--- src/rtl/x_pulse_conditioner.sv ---
// Raw button/switch conditioner: synchronises raw_in, debounces it with a
// run-length qualified 4-state FSM and emits one-cycle rise/fall pulses.
module x_pulse_conditioner #(
  parameter int SYNC_STAGES     = 2,
  parameter int DEBOUNCE_CYCLES = 4
) (
  input  logic clock,
  input  logic reset,
  input  logic raw_in,
  output logic x,
  output logic x_fall,
  output logic level,
  output logic busy
);

  localparam int CW = $clog2(DEBOUNCE_CYCLES + 1);
  localparam logic [CW-1:0] LAST_CNT = CW'(DEBOUNCE_CYCLES - 1);
  localparam logic [CW-1:0] MAX_CNT  = CW'(DEBOUNCE_CYCLES);

  typedef enum logic [1:0] {
    LOW  = 2'd0,
    RISE = 2'd1,
    HIGH = 2'd2,
    FALL = 2'd3
  } state_t;

  logic [SYNC_STAGES-1:0] r_sync;
  state_t                 r_state;
  logic [CW-1:0]          r_cnt;
  logic                   r_x;
  logic                   r_x_fall;
  logic                   r_level;
  logic                   w_sync_q;
  logic [CW-1:0]          w_cnt_inc;

  assign w_sync_q  = r_sync[SYNC_STAGES-1];
  // Saturating increment: the run length can never wrap back to a small value.
  assign w_cnt_inc = (r_cnt == MAX_CNT) ? r_cnt : r_cnt + 1'b1;

  always_ff @(posedge clock) begin
    if (reset) begin
      r_sync <= '0;
    end else begin
      r_sync <= {r_sync[SYNC_STAGES-2:0], raw_in};
    end
  end

  always_ff @(posedge clock) begin
    if (reset) begin
      r_state  <= LOW;
      r_cnt    <= '0;
      r_x      <= 1'b0;
      r_x_fall <= 1'b0;
      r_level  <= 1'b0;
    end else begin
      r_x      <= 1'b0;
      r_x_fall <= 1'b0;
      case (r_state)
        LOW: begin
          if (w_sync_q) begin
            r_state <= RISE;
            r_cnt   <= CW'(1);
          end
        end
        RISE: begin
          if (!w_sync_q) begin
            r_state <= LOW;
            r_cnt   <= '0;
          end else if (r_cnt == LAST_CNT) begin
            r_state <= HIGH;
            r_cnt   <= '0;
            r_x     <= 1'b1;
            r_level <= 1'b1;
          end else begin
            r_cnt <= w_cnt_inc;
          end
        end
        HIGH: begin
          if (!w_sync_q) begin
            r_state <= FALL;
            r_cnt   <= CW'(1);
          end
        end
        FALL: begin
          // A return to 1 mid-qualification cancels the fall silently.
          if (w_sync_q) begin
            r_state <= HIGH;
            r_cnt   <= '0;
          end else if (r_cnt == LAST_CNT) begin
            r_state  <= LOW;
            r_cnt    <= '0;
            r_x_fall <= 1'b1;
            r_level  <= 1'b0;
          end else begin
            r_cnt <= w_cnt_inc;
          end
        end
        default: begin
          r_state <= LOW;
          r_cnt   <= '0;
          r_level <= 1'b0;
        end
      endcase
    end
  end

  assign x      = r_x;
  assign x_fall = r_x_fall;
  assign level  = r_level;
  assign busy   = (r_state == RISE) || (r_state == FALL);

endmodule

--- config.mk ---
export PLATFORM = sky130hd
export DESIGN_NAME = x_pulse_conditioner
export DESIGN_NICKNAME = d
export VERILOG_FILES = /design/src/rtl/x_pulse_conditioner.sv
export SDC_FILE = /design/constraint.sdc
export NUM_CORES = 1
export LEC_CHECK = 0
export ABC_AREA = 1
export CAP_MARGIN = 10
export CORE_AREA = 3 3 40 42
export CTS_BUF_LIST = sky130_fd_sc_hd__clkbuf_8
export DETAILED_ROUTE_END_ITERATION = 10
export DIE_AREA = 0 0 43 45
export PLACE_DENSITY = 0.66
export SLEW_MARGIN = 40
export SYNTH_ARGS = -nofsm -noshare
export SYNTH_HDL_FRONTEND = slang
export SYNTH_SLANG_ARGS = --single-unit
export TNS_END_PERCENT = 20
--- constraint.sdc ---
create_clock -name clock -period 1.22 [get_ports clock]
set_input_delay 0.244 -clock clock [delete_from_list [all_inputs] [get_ports clock]]
set_output_delay 0.244 -clock clock [all_outputs]
set_load 0.02 [all_outputs]
==> results.ini <==
[status]
status = completed

[detailed_routing]
drtIter0Drc = 2
drt_first_pass_iters = 3
vias = 373
ant_nets = 0
drt_wl_total_um = 796
drc = 0
wl_per_cell_um = 9.26
viasPerCell = 4.34

[setup_path]
endpoint_kind = flop
cp_max_fo = 3
path_class = flop to flop
r2r_start = r_cnt[0]
critPathArrivalTime_ps = 1280
start_kind = flop
critPathRequiredTime_ps = 1350
cp-startpoint = r_cnt[0]

[placement]
gp_congestion = 0.764
dpl.hpwl_um = 600
dp_cells = 83
io_buffers = 6

[timing]
post-route-period-util = 0.941
clock-skew-final_ps = 4.24
setup_viol = 0
max_freq_mhz = 871
min_period_ps = 1150
max-slew-margin-rel = 0.863
tightest_slew_ps = 207
grt_setup_unrepaired = true
hold_viol = 0
slew_viol_final = 0

[cts]
insertion_delay_ps = 240
cts_tree = yes
root_buffer = clkbuf_8
numCtsBuffers = 3
cts_num_sinks = 10
h-tree-depth = 1
clockBufferDepth = 2
clkTransAtPathRegs_ps = 40

[die]
die_w_um = 43
start_util = 0.346
rows = 13
chipHeight_um = 45
ioPinCount = 7
dieArea_um2 = 1940
coreArea_um2 = 1280

[global_route]
first_global_vias = 333
antenna_found_initial = 0
track_usage = 0.108
gr-total-overflow = 0
grt_max_degree = 7
grt_pass1_wl_um = 1330

[yosys]
synthCells = 61
synth_top_cell_by_area = dfxtp_1
yosys_warnings = 0
synth_cell_types = 14
syn_area_um2 = 444
synth.avg_cell_area_um2 = 7.28
ys_seq_area_frac = 0.451
synth_top_area_frac = 0.451
synth_nets = 67
synth_area_leaders = dfxtp_1 45%, ha_1 8.5%, nand2_1 8.5%, nor2_1 8.5%, nand3_1 7.9%
ys_ff_latch = 10

[pwr]
power.density_nw_per_um2 = 1240
irDropWorstVdd_mv = 0.668
p_leak_nw = 0.273

[layout]
fillers = 142
n_antenna_cell = 0
area_growth_pct = 28.7
nets = 79
postLayoutCoreUtil = 0.445
most-common-layout-cells = 10 x nand2_1, 10 x nor2_1, 9 x dfxtp_1
drive_above_1_share = 0.183
layout.cells.non_filler = 86

[worst_hold_path]
hold_start = r_sync[0]
hp-class = flop to flop

[flow_run]
maxCapViolCount = 0

## cell type report
type,count,area (um2),share of cell area
Timing Repair Buffer,8,70.1,0.123
Sequential cell,10,201,0.352
Multi-Input combinational cell,39,199,0.348
Tap cell,15,18.8,0.0328
Clock buffer,3,41.3,0.0722
Inverter,11,41.3,0.0722
## Yosys cell counts
| cell | n |
|---|---|
| o22ai_1 | 1 |
| clkinv_1 | 1 |
| ha_1 | 3 |
| nor2_1 | 10 |
| nand2_2 | 4 |
| inv_1 | 8 |
| dfxtp_1 | 10 |
| a21oi_1 | 2 |
| clkbuf_1 | 1 |
| inv_2 | 2 |
| o21ai_1 | 1 |
| o21ai_0 | 1 |
| nand2_1 | 10 |
| nand3_1 | 7 |
## critical path, cell delays in order, from the launching register on
cell     delay, ps
dfxtp_2        320
ha_1           190
ha_1           270
nand2_1         50
nand2_1         60
nor2_1          40
nor2_1          80
nor2_1          40
## report_power, final
group	internal, mW	switching (mW)	total, mW	leakage (nW)
Sequential	0.334	0.00331	0.338	0.0816
Clock	0.215	0.119	0.334	0.0216
Combinational	0.0176	0.0208	0.0384	0.169
Total	0.567	0.143	0.710	0.273
## cells by family (layout without fill, tap and decap cells)
| family | Yosys count | in the layout | share of synthesized area |
|---|---|---|---|
| adder cells (fa/ha/maj) | 3 | 3 | 0.0845 |
| AND/OR/NAND/NOR | 31 | 31 | 0.304 |
| buffers and inverters | 12 | 22 | 0.101 |
| AO/OA/AOI/OAI | 5 | 5 | 0.0591 |
| flip-flops | 10 | 10 | 0.451 |
## repair_timing
action / 4_1_cts / 5_1_grt
hold buffers: 0 / 0
pin swaps: 0 / 2
resized for setup: 4 / 2
buffers inserted: 0 / 0
setup endpoints to repair: 4 / 3
## state kept, by name (all words and copies together), names as in the netlist, named ones only
register,cells
r_cnt,3
r_sync,2
level,1
r_state,1
x,1
x_fall,1
## worst paths after layout
path,slack [ps],depth (start not counted),end
max reg2reg,70,7,r_cnt[2]
min,400,2,r_sync[1]
max,70,7,r_cnt[2]
min reg2reg,400,2,r_sync[1]
## metrics by stage
stage / setup slack [ps] / power, mW / hold WS (ps) / area, um2 / setup TNS (ps)
detailed placement: 52.0 / 0.382 / 401 / 534 / 0
finish: 71.4 / 0.710 / 404 / 572 / 0
global placement: 62.3 / 0.382 / 397 / 534 / 0
CTS: 43.0 / 0.726 / 408 / 571 / 0
floorplan: 116 / 0.364 / 313 / 444 / 0
global route: -6.02 / 0.754 / 428 / 572 / -6.02
## per-layer routing
layer / vias up / track usage / share of wire
met5: - / 0 / 0
met4: 0 / 0.127 / 0.050
met3: 5 / 0.0717 / 0.082
met2: 8 / 0.132 / 0.41
met1: 153 / 0.111 / 0.45
li1: 207 / - / -
Power figures use the tool's default switching activity.
